$ cat src/rtl/mem_stream_reader.sv
// Read-side sequencer: issues LEN consecutive reads from BASE to a single-port memory with a
// 1-cycle registered read, and replays the returned words as an in-order valid/ready stream.
module mem_stream_reader #(
  parameter int SIZE   = 32,
  parameter int ADDR_W = $clog2(SIZE),
  parameter int DATA_W = 32
) (
  input  logic              clk,
  input  logic              rst_n,
  input  logic              start,
  input  logic [ADDR_W-1:0] base_addr,
  input  logic [ADDR_W:0]   len,
  output logic              busy,
  output logic              done,
  output logic              mem_rd_nwr,
  output logic [ADDR_W-1:0] mem_addr,
  input  logic [DATA_W-1:0] mem_data,
  output logic              out_valid,
  input  logic              out_ready,
  output logic [DATA_W-1:0] out_data,
  output logic              out_last,
  output logic [1:0]        dbg_state_o
);

  typedef enum logic [1:0] {
    ST_IDLE  = 2'd0,
    ST_RUN   = 2'd1,
    ST_DRAIN = 2'd2,
    ST_DONE  = 2'd3
  } state_t;

  localparam logic [ADDR_W-1:0] ADDR_ONE = 1;
  localparam logic [ADDR_W:0]   LEN_ONE  = 1;

  state_t              state_q;
  logic                busy_q;
  logic                done_q;
  logic [ADDR_W-1:0]   addr_q;
  logic [ADDR_W:0]     remain_q;
  logic                inflight_q;
  logic                inflight_last_q;
  logic [DATA_W-1:0]   buf_data_q [2];
  logic                buf_last_q [2];
  logic                wr_ptr_q;
  logic                rd_ptr_q;
  logic [1:0]          count_q;

  logic                pop;
  logic                push;
  logic [2:0]          occ;
  logic                issue;
  logic                final_issue;

  // Handshake: a word transfers at a posedge where out_valid && out_ready; while stalled
  // (valid && !ready) the presented word and its last flag are held unchanged.
  always_comb begin
    pop         = (count_q != 2'd0) && out_ready;
    push        = inflight_q;
    // Words already buffered plus the one on the memory bus must leave room for a new read.
    occ         = {1'b0, count_q} + {2'b00, inflight_q} - {2'b00, pop};
    issue       = (state_q == ST_RUN) && (occ < 3'd2);
    final_issue = issue && (remain_q == LEN_ONE);
  end

  always_ff @(posedge clk or negedge rst_n) begin
    if (!rst_n) begin
      state_q         <= ST_IDLE;
      busy_q          <= 1'b0;
      done_q          <= 1'b0;
      addr_q          <= '0;
      remain_q        <= '0;
      inflight_q      <= 1'b0;
      inflight_last_q <= 1'b0;
    end else begin
      inflight_q      <= issue;
      inflight_last_q <= final_issue;
      case (state_q)
        ST_IDLE: begin
          if (start) begin
            addr_q   <= base_addr;
            remain_q <= len;
            if (len == '0) begin
              state_q <= ST_DONE;
              done_q  <= 1'b1;
            end else begin
              state_q <= ST_RUN;
              busy_q  <= 1'b1;
            end
          end
        end
        ST_RUN: begin
          if (issue) begin
            addr_q   <= addr_q + ADDR_ONE;
            remain_q <= remain_q - LEN_ONE;
            if (final_issue) state_q <= ST_DRAIN;
          end
        end
        ST_DRAIN: begin
          if (pop && buf_last_q[rd_ptr_q]) begin
            state_q <= ST_DONE;
            busy_q  <= 1'b0;
            done_q  <= 1'b1;
          end
        end
        ST_DONE: begin
          state_q <= ST_IDLE;
          done_q  <= 1'b0;
        end
        default: state_q <= ST_IDLE;
      endcase
    end
  end

  // Two-entry FIFO catching the word that returns one cycle after each issued read.
  always_ff @(posedge clk or negedge rst_n) begin
    if (!rst_n) begin
      buf_data_q[0] <= '0;
      buf_data_q[1] <= '0;
      buf_last_q[0] <= 1'b0;
      buf_last_q[1] <= 1'b0;
      wr_ptr_q      <= 1'b0;
      rd_ptr_q      <= 1'b0;
      count_q       <= 2'd0;
    end else begin
      if (push) begin
        buf_data_q[wr_ptr_q] <= mem_data;
        buf_last_q[wr_ptr_q] <= inflight_last_q;
        wr_ptr_q             <= ~wr_ptr_q;
      end
      if (pop) rd_ptr_q <= ~rd_ptr_q;
      count_q <= count_q + {1'b0, push} - {1'b0, pop};
    end
  end

  assign busy        = busy_q;
  assign done        = done_q;
  assign mem_rd_nwr  = 1'b1;
  assign mem_addr    = addr_q;
  assign out_valid   = (count_q != 2'd0);
  assign out_data    = buf_data_q[rd_ptr_q];
  assign out_last    = (count_q != 2'd0) && buf_last_q[rd_ptr_q];
  assign dbg_state_o = state_q;

endmodule

$ cat config.mk
export PLATFORM = sky130hd
export DESIGN_NAME = mem_stream_reader
export DESIGN_NICKNAME = d
export VERILOG_FILES = /design/src/rtl/mem_stream_reader.sv
export SDC_FILE = /design/constraint.sdc
export NUM_CORES = 1
export LEC_CHECK = 0
export ABC_AREA = 1
export CAP_MARGIN = 20
export CELL_PAD_IN_SITES_DETAIL_PLACEMENT = 0
export CELL_PAD_IN_SITES_GLOBAL_PLACEMENT = 1
export CORE_UTILIZATION = 25
export DETAILED_ROUTE_END_ITERATION = 12
export PLACE_DENSITY = 0.61
export SYNTH_ARGS = -nofsm -noshare
export SYNTH_HDL_FRONTEND = slang
export SYNTH_SLANG_ARGS = --single-unit
$ cat constraint.sdc
create_clock -name clk -period 7.5 [get_ports clk]
set_clock_uncertainty 0.15 [all_clocks]
set_input_delay 2.25 -clock clk [delete_from_list [all_inputs] [get_ports clk]]
set_output_delay 2.25 -clock clk [all_outputs]
set_load 0.005 [all_outputs]
# --- Word level (Yosys, flattened, before mapping) ---
# Index checks and enable logic that the tools add are counted.
word_totals:
  ff_bits: 87
  input_bits: 47
  out_inout_bits: 44
  elab_cells: 86
op_classes:
  n_addsub: 6
  order_cmp: 4
  eq_ne: 10
  mux: 32
  n_bitwise: 4
  n_reduce_logical: 16
op_table:
  columns: ["op", "n"]
  rows:
  - ["$mux W32", 4]
  - ["$bwmux W64", 1]
  - ["$demux W32 S1", 1]
  - ["$mux W6", 2]
  - ["$ne A2 B2 Y1 const B", 6]
  - ["$pmux W6 S2", 1]
  - ["$reduce_and A4 Y1", 3]
  - ["$mux W1", 10]
  - ["$mux W2", 5]
  - ["$mux W5", 2]
  - ["$pmux W5 S2", 1]
  - ["$pmux W2 S4", 1]
  - ["$eq A6 B1 Y1 const B", 1]
  - ["$logic_and A1 B1 Y1", 6]
  - ["$logic_not A6 Y1", 1]
  - ["$reduce_bool A2 Y1", 3]
  - ["$sub A6 B1 Y6 const B", 1]
  - ["$add A5 B1 Y5 const B", 1]
  - ["$eq A2 B2 Y1 const B", 2]
  - ["$ge A2 B2 Y1 const B", 2]
  - ["$not A1 Y2", 2]
  - ["$add A2 B1 Y3", 1]
  - ["$lt A3 B2 Y1 const B", 1]
  - ["$pmux W1 S3", 1]
  - ["12 further kinds", 13]

# --- Logic depth before layout (Yosys ltp) ---
logic_depth:
  word_depth: 9
  mapped_depth: 15
  depth_no_buf: 15

# --- Least setup slack after synthesis ---
# No wires, ideal clock.
synth_timing:
  path_type: "input to register"
  start: "input port out_ready"
  end: "register remain_q[0]"
  setup_ns: 0.124
  arrival_ns: 3.932
  t_required_ns: 7.226
  path_slack_ns: 3.294
  cell_stages: 11
  n_path_buf: 1
  cell_sequence: "inv_1 -> nor2_4 -> ha_1 -> inv_1 -> ha_1 -> fa_1 -> inv_1 -> nand4_4 -> a21oi_4 -> buf_6 -> o21ai_1"
synth_via:
  elab_chain_cells: 6
synth_rtl:
  columns: ["element", "line_no", "rtl"]
  rows:
  - ["start: declaration", "19", "input logic out_ready,"]
  - ["$logic_and A1 B1 Y1", "57", "pop = (count_q != 2'd0) && out_ready;"]
  - ["via pop", "48", "logic pop;"]
  - ["$sub A3 B1 Y3", "60", "occ = {1'b0, count_q} + {2'b00, inflight_q} - {2'b00, pop};"]
  - ["via occ[1]", "50", "logic [2:0] occ;"]
  - ["$lt A3 B2 Y1", "61", "issue = (state_q == ST_RUN) && (occ < 3'd2);"]
  - ["$logic_and A1 B1 Y1", "61", null]
  - ["$ne A2 B2 Y1 (no source line)", null, null]
  - ["$reduce_and A3 Y1 (no source line)", null, null]
  - ["end signal: assignment", "81", "remain_q <= len;"]
  - ["end signal: assignment", "94", "remain_q <= remain_q - LEN_ONE;"]
  - ["end: declaration", "39", "logic [ADDR_W:0] remain_q;"]
# The timed path passes the listed nets, and every way through them passes these cells.
# A chain may end at the register's enable or synchronous reset.

# --- Worst setup path in the final report ---
layout_timing:
  start: "input port out_ready"
  end: "register addr_q[3] (netlist: mem_addr[3])"
layout_via:
  elab_chain_cells: 6
layout_rtl:
  columns: ["element", "line_no", "rtl"]
  rows:
  - ["$logic_and A1 B1 Y1", "57", null]
  - ["via pop", "48", null]
  - ["$sub A3 B1 Y3", "60", null]
  - ["via occ[1]", "50", null]
  - ["$lt A3 B2 Y1", "61", null]
  - ["$logic_and A1 B1 Y1", "61", null]
  - ["$ne A2 B2 Y1 (no source line)", null, null]
  - ["$reduce_and A3 Y1 (no source line)", null, null]
  - ["end signal: assignment", "80", "addr_q <= base_addr;"]
  - ["end signal: assignment", "93", "addr_q <= addr_q + ADDR_ONE;"]
  - ["end: declaration", "38", "logic [ADDR_W-1:0] addr_q;"]
# The timed path passes the listed nets, and every way through them passes these cells.

==> results by group <==
Die
  • Effective utilization at floorplan: 25.6%
  • Core footprint: 16,600 um^2
  • Floorplan die height: 132 um
  • Number of rows created at floorplan: 47
  • Number of placed I/O pins: 91
  • Die outline area: 17,500 um^2
  • X dimension of the die: 132 um

Power
  • Peak supply drop: 0.000157 V
  • PD cells: 443 nW/um^2
  • LEAKAGE: 2.82 nW
  • Total power of the final layout: 2.49 mW

Min path
  • Capture endpoint of the worst hold path: buf_data_q[9]
  • Hold Startpoint: buf_data_q[9]
  • Hold/Removal Path Class: reg2reg
  • Min-Delay Path Depth: 2

Detailed routing
  • Routed length on met1: 4970 um
  • Wire per inst: 12.0 um
  • Met3 wire len: 456 um
  • First-iteration detailed-routing DRC count: 235
  • Antenna Nets Post-Route: 0
  • Uppermost layer routed: met4
  • Total via count in the routed design: 3,553
  • Wire length after detailed routing: 10,200 um
  • DRC violation count after routing: 0
  • TritonRoute pass-1 iters: 4
  • Met2 wire length: 4560 um
  • Vias per cell: 4.19

Synth
  • Most instantiated flip-flop cell in the synthesis netlist: sky130_fd_sc_hd__dfrtp_1
  • Share of the yosys chip area belonging to registers: 51.4%
  • Yosys warns: 0
  • Gate Count Post-Synth: 544
  • Commonest cells in the synthesized netlist: 234 x sky130_fd_sc_hd__nand2_1, 87 x sky130_fd_sc_hd__dfrtp_1, 76 x sky130_fd_sc_hd__o21ai_0
  • Flip-flop and latch count after synthesis: 87
  • Number of enable-type register cells in the synthesized netlist: 0
  • Most common cell in the netlist: sky130_fd_sc_hd__nand2_1
  • Fraction of post-synthesis cell area in the top cell type by area: 51.4%
  • Leading post-synthesis cells by cell area: sky130_fd_sc_hd__dfrtp_1 51%, sky130_fd_sc_hd__nand2_1 21%, sky130_fd_sc_hd__o21ai_0 9.0%
  • Most area-hungry cell type in the Yosys netlist: sky130_fd_sc_hd__dfrtp_1
  • Post-Syn Area per Cell: 7.79 um^2
  • Total standard cell area after synthesis: 4240 um^2
  • Async S/R FF share, synth: 100%
  • Net count after synthesis: 602
  • Distinct cells, synth: 29

Clock network
  • Clock tree from TritonCTS: built
  • Num CTS Buffers: 9
  • Clock latency of the later-clocked register in the worst-skew pair: 340 ps
  • PostCTS Resize Cnt: 0
  • Register clock-pin slew on the reported worst setup and hold paths: 60 ps
  • Worst-case clock buffer depth: 2
  • Post-CTS repair timing setup buffer count: 0
  • Count of clock tree sinks: 87
  • Number of hold buffers added after CTS: 0
  • Maximum level of the CTS H-tree: 3
  • Cell at the root of the clock tree: sky130_fd_sc_hd__clkbuf_16

Cells and area
  • Number of inserted diodes: 0
  • Final layout net count: 681
  • Fraction of layout cells with a size suffix above 1: 5.42%
  • Area Overhead vs Synth: 32.6%
  • Utilization of the core after routing: 33.9%

STA
  • Least-Margin Pin Slew: 593 ps
  • Number of pins with negative max-slew slack in the final report: 0
  • Final Hold Fails: 0
  • Final period demand of the worst path: 4510 ps
  • Unrepaired setup endpoints after global routing: no
  • Number of endpoints failing setup at the final stage: 0
  • Highest clock rate: 222 MHz
  • Final critical-path share of the clock period: 60.1%
  • Slew headroom: 60.5%
  • Sum of negative setup slack: 0 ps
  • Hold slack final: 335 ps

Global routing
  • Total grt overflow: 0
  • Wire length of the first global-routing pass: 17,100 um
  • Antenna violations before repair: 0
  • Pin count of the biggest net entering global routing: 68
  • Via count of the first global-routing pass: 3,456
  • Total global routing track utilization: 12.4%

Worst setup path
  • Length in cells of the worst reg-to-reg path: 11
  • Req. time, crit path: 7620 ps
  • Startpoint of the worst register-to-register path: count_q[1]
  • Reg-to-Reg End: mem_addr[3]
  • Maximum fanout along the worst path: 15
  • Start point of the critical path: out_ready
  • Arr. time, crit path: 4630 ps
  • Kind of start point of the critical path: primary input
  • Cell chain of the critical path: clkdlybuf4s50_1, inv_1, nor2_4, ha_1, inv_1, ha_1, fa_1, inv_1, nand4_4, a21oi_4, nand2_1, o21ai_1
  • Crit-path slowest cell: sky130_fd_sc_hd__clkdlybuf4s50_1
  • Largest stage delay on the critical path: 470 ps
  • CP dominant cell by count: sky130_fd_sc_hd__inv_1
  • Flop2flop setup slack: 4700 ps
  • Kind of end point of the critical path: register
  • Type of the worst setup path: in2reg

Place
  • Number of port buffers: 89
  • Placer's final routability congestion estimate: 0.781
  • Sum of net half-perimeters after detailed placement: 6720 um

Status
  • Status: completed

Flow run
  • Max capacitance violation total: 0
-- power by group --
part           total, mW  leakage [nW]  internal, mW  switching, mW
logic               1.20          1.62         0.569          0.629
registers          0.849          1.06         0.708          0.141
clock network      0.446         0.141         0.265          0.181
total               2.49          2.82          1.54          0.951
-- cell usage in the layout (no fill, tap or decap), types with 2 or more instances in the layout --
cell type                           n
sky130_fd_sc_hd__nand2_1          233
sky130_fd_sc_hd__clkdlybuf4s50_1   88
sky130_fd_sc_hd__dfrtp_1           87
sky130_fd_sc_hd__o21ai_0           76
sky130_fd_sc_hd__inv_1             59
sky130_fd_sc_hd__nand3_1           15
sky130_fd_sc_hd__nor2_1            12
sky130_fd_sc_hd__ha_1              10
sky130_fd_sc_hd__clkbuf_16          9
sky130_fd_sc_hd__o21ai_1            5
sky130_fd_sc_hd__or2_2              4
sky130_fd_sc_hd__nand4_1            3
sky130_fd_sc_hd__buf_4              3
sky130_fd_sc_hd__clkinv_2           2
sky130_fd_sc_hd__nand2_2            2
sky130_fd_sc_hd__clkinvlp_4         2
sky130_fd_sc_hd__buf_12             2
-- metal layers --
metal,global-route usage [%],vias to the layer above
met5,0,-
met4,5.49,0
met3,2.61,12
met2,19.4,96
met1,16.4,1618
li1,-,1827
-- worst max-delay path, delay by kind of cell --
kind | cells | cell delay [ps]
AOI/OAI and AO/OA | 2 | 490
adders and majority gates | 3 | 820
buffers and inverters | 4 | 700
and+or+nand+nor | 3 | 360
-- logic make-up after synthesis --
logic type	after synthesis	synth area share, %
AND/OR/NAND/NOR	274	26.0
flip-flops	87	51.4
buffers and inverters	86	8.65
AO/OA/AOI/OAI	84	10.3
adder cells (fa/ha/maj)	11	3.42
XOR/XNOR	1	0.207
other	1	0.0885
-- worst max-delay path by stage --
stage	end	slack, ps
floorplan	remain_q[0]	3290
global placement	mem_addr[4]	2660
detailed placement	mem_addr[4]	2620
CTS	mem_addr[3]	2980
global route	mem_addr[0]	2790
finish	mem_addr[3]	2990
-- sequential cells by signal, summed over array words and instances, names as in the netlist --
signal / count
buf_data_q: 64
remain_q: 6
mem_addr: 5
buf_last_q: 2
count_q: 2
dbg_state_o: 2
busy: 1
done: 1
inflight_last_q: 1
inflight_q: 1
rd_ptr_q: 1
wr_ptr_q: 1
-- stage by stage --
step,std cells,worst slack [ps],cell area (um^2)
final,847,2990,5620
after global routing,847,2790,5620
after CTS,846,2980,5600
after detailed placement,831,2620,5300
after global placement,830,2660,5280
after floorplan,544,3290,4240
-- area by class of cell --
class | count | area, um^2
clock inverters | 5 | 58.8
repair buffers | 93 | 943
fillers | 1753 | 11000
inverters | 61 | 230
multi-input cells | 371 | 1700
clock buffers | 10 | 239
flip-flops and latches | 87 | 2180
well taps | 220 | 275
No activity file was read; power rests on OpenSTA's default activity.
